File: src/rtl/debug_capture_pkg.sv
// Shared types and record geometry for the debug capture path.
package debug_capture_pkg;

  typedef enum logic [1:0] {
    IDLE  = 2'd0,
    TS_HI = 2'd1,
    TS_LO = 2'd2,
    DAT   = 2'd3
  } ser_state_t;

  localparam int REC_W     = 24;
  localparam int TS_W      = 16;
  localparam int REC_BYTES = 3;

endpackage

File: src/rtl/debug_fifo.sv
// Single-clock first-word-fall-through FIFO; dout is valid whenever not empty.
module debug_fifo #(
  parameter int DATA_W = 24,
  parameter int DEPTH  = 16
) (
  input  logic                    clk,
  input  logic                    reset,
  input  logic                    push,
  input  logic                    pop,
  input  logic [DATA_W-1:0]       din,
  output logic [DATA_W-1:0]       dout,
  output logic                    full,
  output logic                    empty,
  output logic [$clog2(DEPTH):0]  level
);

  localparam int AW = $clog2(DEPTH);
  localparam int LW = AW + 1;

  logic [DATA_W-1:0] mem [DEPTH];
  logic [AW-1:0]     wr_ptr;
  logic [AW-1:0]     rd_ptr;
  logic              wr_en;
  logic              rd_en;

  assign empty = (level == '0);
  assign full  = (level == LW'(DEPTH));
  assign rd_en = pop && !empty;
  // A push while full is still legal when the same cycle frees a slot.
  assign wr_en = push && (!full || rd_en);
  assign dout  = mem[rd_ptr];

  always_ff @(posedge clk or negedge reset) begin
    if (!reset) begin
      wr_ptr <= '0;
      rd_ptr <= '0;
      level  <= '0;
    end else begin
      if (wr_en) wr_ptr <= wr_ptr + AW'(1);
      if (rd_en) rd_ptr <= rd_ptr + AW'(1);
      case ({wr_en, rd_en})
        2'b10:   level <= level + LW'(1);
        2'b01:   level <= level - LW'(1);
        default: level <= level;
      endcase
    end
  end

  always_ff @(posedge clk) begin
    if (wr_en) mem[wr_ptr] <= din;
  end

endmodule

File: src/rtl/debug_capture.sv
// Timestamps trigger events, queues them, and streams each record as three bytes.
module debug_capture
  import debug_capture_pkg::*;
#(
  parameter int DEPTH = 16
) (
  input  logic                    clk,
  input  logic                    reset,
  input  logic                    trigger,
  input  logic [7:0]              data,
  output logic [7:0]              tx_data,
  output logic                    tx_valid,
  input  logic                    tx_ready,
  output logic                    tx_last,
  output logic [7:0]              drop_count,
  output logic [$clog2(DEPTH):0]  fifo_level
);

  function automatic logic [7:0] sat_inc8(input logic [7:0] v);
    return (v == 8'hFF) ? v : v + 8'd1;
  endfunction

  // Byte 0 is the most significant byte of the record.
  function automatic logic [7:0] rec_byte(input logic [REC_W-1:0] rec, input int idx);
    return rec[(REC_BYTES-1-idx)*8 +: 8];
  endfunction

  logic [TS_W-1:0]  ts_cnt;
  logic [REC_W-1:0] fifo_dout;
  logic [REC_W-1:0] hold_rec;
  logic             fifo_full;
  logic             fifo_empty;
  logic             fifo_pop;
  logic             push_ok;
  logic             drop;
  ser_state_t       state;

  assign fifo_pop = !fifo_empty && ((state == IDLE) || (state == DAT && tx_ready));
  assign push_ok  = trigger && (!fifo_full || fifo_pop);
  assign drop     = trigger && fifo_full && !fifo_pop;

  debug_fifo #(
    .DATA_W (REC_W),
    .DEPTH  (DEPTH)
  ) u_fifo (
    .clk   (clk),
    .reset (reset),
    .push  (push_ok),
    .pop   (fifo_pop),
    .din   ({ts_cnt, data}),
    .dout  (fifo_dout),
    .full  (fifo_full),
    .empty (fifo_empty),
    .level (fifo_level)
  );

  always_ff @(posedge clk or negedge reset) begin
    if (!reset) begin
      ts_cnt     <= '0;
      drop_count <= '0;
    end else begin
      ts_cnt <= ts_cnt + TS_W'(1);
      if (drop) drop_count <= sat_inc8(drop_count);
    end
  end

  always_ff @(posedge clk) begin
    if (fifo_pop) hold_rec <= fifo_dout;
  end

  // Serializer: outputs are registered and only advance on a handshake.
  always_ff @(posedge clk or negedge reset) begin
    if (!reset) begin
      state    <= IDLE;
      tx_valid <= 1'b0;
      tx_data  <= 8'h00;
      tx_last  <= 1'b0;
    end else begin
      case (state)
        IDLE: begin
          if (!fifo_empty) begin
            state    <= TS_HI;
            tx_valid <= 1'b1;
            tx_data  <= rec_byte(fifo_dout, 0);
            tx_last  <= 1'b0;
          end
        end
        TS_HI: begin
          if (tx_ready) begin
            state   <= TS_LO;
            tx_data <= rec_byte(hold_rec, 1);
          end
        end
        TS_LO: begin
          if (tx_ready) begin
            state   <= DAT;
            tx_data <= rec_byte(hold_rec, 2);
            tx_last <= 1'b1;
          end
        end
        DAT: begin
          if (tx_ready) begin
            tx_last <= 1'b0;
            if (!fifo_empty) begin
              state   <= TS_HI;
              tx_data <= rec_byte(fifo_dout, 0);
            end else begin
              state    <= IDLE;
              tx_valid <= 1'b0;
            end
          end
        end
        default: begin
          state    <= IDLE;
          tx_valid <= 1'b0;
          tx_last  <= 1'b0;
        end
      endcase
    end
  end

endmodule
File: config.mk
export PLATFORM = sky130hd
export DESIGN_NAME = debug_capture
export DESIGN_NICKNAME = d
export VERILOG_FILES = /design/src/rtl/debug_capture_pkg.sv /design/src/rtl/debug_fifo.sv /design/src/rtl/debug_capture.sv
export SDC_FILE = /design/constraint.sdc
export NUM_CORES = 1
export LEC_CHECK = 0
export ABC_AREA = 1
export CAP_MARGIN = 20
export CORE_MARGIN = 2
export CORE_UTILIZATION = 40
export DETAILED_ROUTE_END_ITERATION = 8
export PLACE_DENSITY_LB_ADDON = 0.12
export SLEW_MARGIN = 10
export SYNTH_ARGS = -nofsm -noshare
export SYNTH_HDL_FRONTEND = slang
export SYNTH_SLANG_ARGS = --single-unit
export TNS_END_PERCENT = 30
File: constraint.sdc
create_clock -name clk -period 3.76 [get_ports clk]
set_clock_uncertainty 0.2 [all_clocks]
set_input_delay 0.376 -clock clk [delete_from_list [all_inputs] [get_ports clk]]
set_output_delay 0.376 -clock clk [all_outputs]
set_load 0.01 [all_outputs]
# [Word-level counts from Yosys, hierarchy flattened]
# Memory sizes are Yosys's and may differ from the RTL's.
# Cells that the tools add are included.
[op_classes] n_addsub=6 n_mul=0 div=0 n_lt_le_gt_ge=0 eq_ne=12 shift=0 n_mux=22 n_bitwise=1 n_reduce_logical=23
[op_table] operator="$mux 8" count=4
[op_table] operator="$pmux 8 s4" count=1
[op_table] operator="$add 16x1->16 const B" count=1
[op_table] operator="$reduce_and 4->1" count=3
[op_table] operator="$ne 2x2->1 const B" count=5
[op_table] operator="$pmux 5 s2" count=1
[op_table] operator="$mux 1" count=9
[op_table] operator="$add 4x1->4 const B" count=2
[op_table] operator="$add 8x1->8 const B" count=1
[op_table] operator="$eq 8x8->1 const B" count=1
[op_table] operator="$mux 2" count=4
[op_table] operator="$pmux 2 s4" count=1
[op_table] operator="$logic_and 1x1->1" count=7
[op_table] operator="$eq 2x2->1 const B" count=3
[op_table] operator="$add 5x1->5 const B" count=1
[op_table] operator="$eq 5x5->1 const B" count=1
[op_table] operator="$logic_not 5->1" count=1
[op_table] operator="$sub 5x1->5 const B" count=1
[op_table] operator="$eq 2x1->1 const B" count=2
[op_table] operator="$reduce_bool 2->1" count=2
[op_table] operator="$logic_not 1->1" count=3
[op_table] operator="$logic_or 1x1->1" count=3
[op_table] operator="$pmux 1 s3" count=1
[op_table] operator="$reduce_and 3->1" count=1
[op_table] operator="5 further kinds" count=5
[totals] register_bits=65 latch_bits=0 ram_bits=384 romBits=0 in_bits=12 output_inout_bits=23 wordCells=75 mem_count=1
[memory_table] name="u_fifo.mem" depth=16 width=24 read_ports=1 rd_ports_with_merged_regs=0 wr=1 line_no="debug_fifo.sv:20" text="logic [DATA_W-1:0] mem [DEPTH];"

# [Depth between registers and ports, before layout]
[depth] ltp_word=9 ltp_mapped=16 mapped_depth_nobuf=15

# [Hierarchy]
# From an unflattened synthesis, not the netlist that was laid out.
[hier_totals] cells_unflattened=1506 hier_area_um2=18423.9
[modules_own_cells] mod="debug_fifo" instances=1 cells_each=1223 area_each_um2=15900.2 seq_area_each_um2=11856.4
[modules_own_cells] mod="debug_capture" instances=1 cells_each=283 area_each_um2=2523.7 seq_area_each_um2=1381.3

# [Worst setup path before layout]
# Ideal clock, no wire load.
[synth_timing] path_kind="register to register" from="register state[0]" to="memory u_fifo.mem[4][0], enable pin" setup_ps=435 arrival_ps=2876 required_time_ps=3125 path_slack_ps=249 stages_incl_launch_ff=9 n_path_buf=1 synth_period_minus_slack_ps=3511 cell_sequence="dfrtp_1 ha_1 nand2_1 nand2_1 nor2_1 inv_1 nand2_2 buf_2 nor3_1"
[synth_via] elab_chain_len=9 elab_cells_between_ends=12 classes_between="eq/ne: 1; mux: 2; reduce/logical: 9"
[synth_rtl] item="from (decl)" line_no="debug_capture.sv:36" text="ser_state_t state;"
[synth_rtl] item="from (signal assigned)" line_no="debug_capture.sv:74" text="state <= IDLE;"
[synth_rtl] item="from (signal assigned)" line_no="debug_capture.sv:82" text="state <= TS_HI;"
[synth_rtl] item="from (signal assigned)" line_no="debug_capture.sv:90" text="state <= TS_LO;"
[synth_rtl] item="$eq 2x2->1" line_no="debug_capture.sv:38" text="assign fifo_pop = !fifo_empty && ((state == IDLE) || (state == DAT && tx_ready));"
[synth_rtl] item="$logic_and 1x1->1" line_no="debug_capture.sv:38"
[synth_rtl] item="$logic_or 1x1->1 (*)" line_no="debug_capture.sv:38"
[synth_rtl] item="$logic_and 1x1->1 (*)" line_no="debug_capture.sv:38"
[synth_rtl] item="$logic_or 1x1->1 or $logic_and 1x1->1 (tied branches)" line_no="debug_capture.sv:39, debug_fifo.sv:28"
[synth_rtl] item="$logic_and 1x1->1 or $logic_or 1x1->1 (tied branches)" line_no="debug_capture.sv:39, debug_fifo.sv:30"
[synth_rtl] item="$logic_and 1x1->1 (*)" line_no="debug_fifo.sv:30" text="assign wr_en = push && (!full || rd_en);"
[synth_rtl] item="$mux 1 (*)" line_no="debug_fifo.sv:50" text="if (wr_en) mem[wr_ptr] <= din;"
[synth_rtl] item="$mux 1 (implied by the code) (*)" line_no="debug_fifo.sv:50"
[synth_rtl] item="to (decl)" line_no="debug_fifo.sv:20"
# Every way passes the cells marked *; elsewhere a longest branch is shown, timed or not.

# [Worst setup path in the final report]
[layout_timing] from="register state[0]" to="register u_fifo.level[4]"
[layout_via] elab_chain_len=9 elab_cells_between_ends=14 classes_between="eq/ne: 3; mux: 1; reduce/logical: 10"
[layout_rtl] item="$eq 2x2->1" line_no="debug_capture.sv:38"
[layout_rtl] item="$logic_and 1x1->1" line_no="debug_capture.sv:38"
[layout_rtl] item="$logic_or 1x1->1 (*)" line_no="debug_capture.sv:38"
[layout_rtl] item="$logic_and 1x1->1 (*)" line_no="debug_capture.sv:38"
[layout_rtl] item="$logic_or 1x1->1 or $logic_and 1x1->1 (tied branches)" line_no="debug_capture.sv:39, debug_fifo.sv:28"
[layout_rtl] item="$logic_and 1x1->1 or $logic_or 1x1->1 (tied branches)" line_no="debug_capture.sv:39, debug_fifo.sv:30"
[layout_rtl] item="$logic_and 1x1->1" line_no="debug_fifo.sv:30"
[layout_rtl] item="$eq 2x1->1 or $eq 2x2->1 (tied branches)" line_no="debug_fifo.sv:41" text="case ({wr_en, rd_en})"
[layout_rtl] item="$pmux 5 s2 or $reduce_bool 2->1 (tied branches)"
[layout_rtl] item="to (signal assigned)" line_no="debug_fifo.sv:42" text="2'b10: level <= level + LW'(1);"
[layout_rtl] item="to (signal assigned)" line_no="debug_fifo.sv:43" text="2'b01: level <= level - LW'(1);"
[layout_rtl] item="to (signal assigned)" line_no="debug_fifo.sv:44" text="default: level <= level;"
[layout_rtl] item="to (decl)" line_no="debug_fifo.sv:14" text="output logic [$clog2(DEPTH):0] level"
# Marked as above.
# A chain may end at the register's enable or synchronous reset.

==> metrics.yaml <==
status: "finished clean"
ys_seq_area_frac: 0.713
gp_congestion: 0.758
clock-sinks: 449
postCtsHoldBufs: 1
syn_nets: 1558
stdcell_area_sq_mm: 0.0212
fmaxAchievable_mhz: 309
drt-total-wl_microns: 47000
cts_tree: "done"
synth_top_area_cell: "edfxtp_1"
synth.area.top_cells: "edfxtp_1 65%, dfrtp_1 6.6%, nand2_1 5.7%, o21ai_0 3.5%, nor2_1 3.5%"
insertion_delay_ns: 0.58
synth_warnings: 0
setup_violations: 0
cap_violations: 0
antenna_found_initial: 0
num_rows: 78
fp.dieW_microns: 219
hold_viol_final: 0
synth_top_cells_by_count: "400 x edfxtp_1, 283 x nand2_1, 171 x nor2_1"
h-tree-depth: 2
netlist_instances: 1528
dieHeight_microns: 219
hold_path_class: "primary input to asynchronous set/reset pin"
via_per_inst: 5.26
ios: 35
wl_per_cell_microns: 21.4
grt_pass1_wl_microns: 71100
core_sq_mm: 0.0456
ctsLongestPathBuffers: 3
path_max_fanout: 7
ctsResizeCount: 0
cts_inserted_buffers: 49
crit_family: "adder cells"
clockRootBuffer: "clkbuf_16"
start_util: 0.407
hpwl_microns: 26500
path_clk_slew_ns: 0.06
io_buffers: 34
crit_path_cell_trace: "ha_1 > nand2_1 > nand2_1 > nor2_1 > inv_1 > nand2_2 > ha_1 > ha_1 > a21oi_1 > o21bai_1 > a21oi_1 > o21ai_0 > nand2_1 > nand2_1"
p_leak_nw: 7.71
syn2layout_area_growth_pct: 14.0
grt_util_all_layers: 0.201
synth_area_sq_mm: 0.0186
cp_common_cell: "nand2_1"
grt.overflow.total: 0
rsz0062_at_grt: "false"
drt-initial-drc-count: 1079
finalSetupTns_ns: 0
final-max-slew-violation-count: 0
dp.cells: 2117
avgSynthCellArea_sq_um: 12.1
relSlewSlack: 0.354
route.detailed.drc: 0
cpMaxStageDelayCell: "dfrtp_1"
drive_gt1_frac: 0.0849
postRouteAntennaNets: 0
grt_pass1_vias: 11183
worstMarginPinSlew_ns: 0.963
p_per_area_mw_per_mm2: 773
synth-seq-cells: 449
crit_path_max_incr_delay_ns: 0.44
cts_setup_buffers: 0
peakVddDrop_mv: 0.766
synth.most_common_cell: "edfxtp_1"
synth_edf_count: 400
antenna_cells: 0
path_buf_inv: 1
period_share: 0.861
first_pass_iters: 5
vias: 11583
place_area_sq_mm: 0.0197
cp.arrival_ns: 3.50
path_class: "register to register"
worstSetupEndpointType: "register"
synth_top_cell_area_share: 0.647
fin_nets: 1599
synth-async-reset-ratio: 0.109
crit_path_start_kind: "register"
die_area_sq_mm: 0.0481
grt_max_degree: 158
ys.flop_type: "edfxtp_1"
fin_crit_ns: 3.24
final_cells: 2201
cp_data_required_time_ns: 4.02
fillerInstances: 4115
synth.distinct_cells: 40
where the power goes:
group,switching [mW],leakage [nW],internal [mW]
clock,1.91,0.703,2.54
sequential,0.245,4.29,6.15
combinational,3.84,2.72,1.67
total,6.00,7.71,10.4
metal layers:
layer | track usage | routed length, microns | vias to the layer above
li1 | - | - | 5486
met1 | 0.283 | 21600 | 5709
met2 | 0.319 | 21700 | 316
met3 | 0.0340 | 2520 | 72
met4 | 0.0619 | 1210 | 0
met5 | 0 | 0 | -
final cells by class:
| class | count | area [sq um] | share of cell area |
|---|---|---|---|
| sequential | 449 | 13200 | 0.626 |
| timing repair buffer | 76 | 778 | 0.0368 |
| multi-input combinational | 889 | 4530 | 0.214 |
| inverter | 104 | 395 | 0.0187 |
| clock inverter | 19 | 133 | 0.00627 |
| clock buffer | 64 | 1330 | 0.0626 |
| tap | 600 | 751 | 0.0355 |
cells in the final DEF, fill, tap and decap left out, drive strengths merged, types with 2 or more instances in the layout:
master,instances
nor3,16
nand4,8
o21ai,144
clkinvlp,3
nor2,172
nand2,284
xor2,19
dfrtp,49
inv,106
a221oi,8
buf,42
xnor2,8
clkinv,13
o22ai,16
edfxtp,400
o221ai,26
nand3,115
ha,17
or2,2
clkdlybuf4s50,33
clkbuf,64
a21oi,10
o211ai,39
kinds of logic (layout without fill, tap and decap cells):
| family | count (synthesis) | count (layout) | share of synthesized area |
|---|---|---|---|
| simple gates | 598 | 598 | 0.132 |
| flops | 449 | 449 | 0.713 |
| compound gates | 246 | 246 | 0.0815 |
| buf+inv | 190 | 263 | 0.0474 |
| xor+xnor | 27 | 27 | 0.0127 |
| fa+ha+maj | 18 | 18 | 0.0125 |
state kept, by name, indices dropped and copies added, names as in the netlist:
signal / flops
u_fifo.mem: 384
hold_rec: 16
ts_cnt: 16
drop_count: 8
tx_data: 8
u_fifo.level: 5
u_fifo.rd_ptr: 4
u_fifo.wr_ptr: 4
state: 2
tx_last: 1
tx_valid: 1
final timing paths:
path,startpoint,to,slack [ns],cells after the start
min in group clk,tx_data[7]$_DFFE_PN0P_,tx_data[7]$_DFFE_PN0P_,0.28,2
worst max-delay path,state[0]$_DFFE_PN0P_,u_fifo.level[4]$_DFFE_PN0P_,0.52,14
worst max register to register,state[0]$_DFFE_PN0P_,u_fifo.level[4]$_DFFE_PN0P_,0.52,14
max in group asynchronous,reset,ts_cnt[1]$_DFF_PN0_,2.32,3
worst min-delay path,reset,u_fifo.rd_ptr[1]$_DFFE_PN0P_,0.25,2
worst min register to register,tx_data[7]$_DFFE_PN0P_,tx_data[7]$_DFFE_PN0P_,0.28,2
stage by stage:
stage / power [mW] / worst slack, ns / hold WS (ns) / utilization
detailed placement: 12.1 / 0.511 / 0.266 / 0.432
floorplan: 10.1 / 0.249 / -0.120 / -
CTS: 16.5 / 0.585 / 0.261 / 0.464
global route: 17.4 / 0.348 / 0.293 / 0.464
global placement: 12.0 / 0.612 / 0.268 / 0.432
finish: 16.4 / 0.523 / 0.254 / 0.464
(Power assumes the default switching activity.)
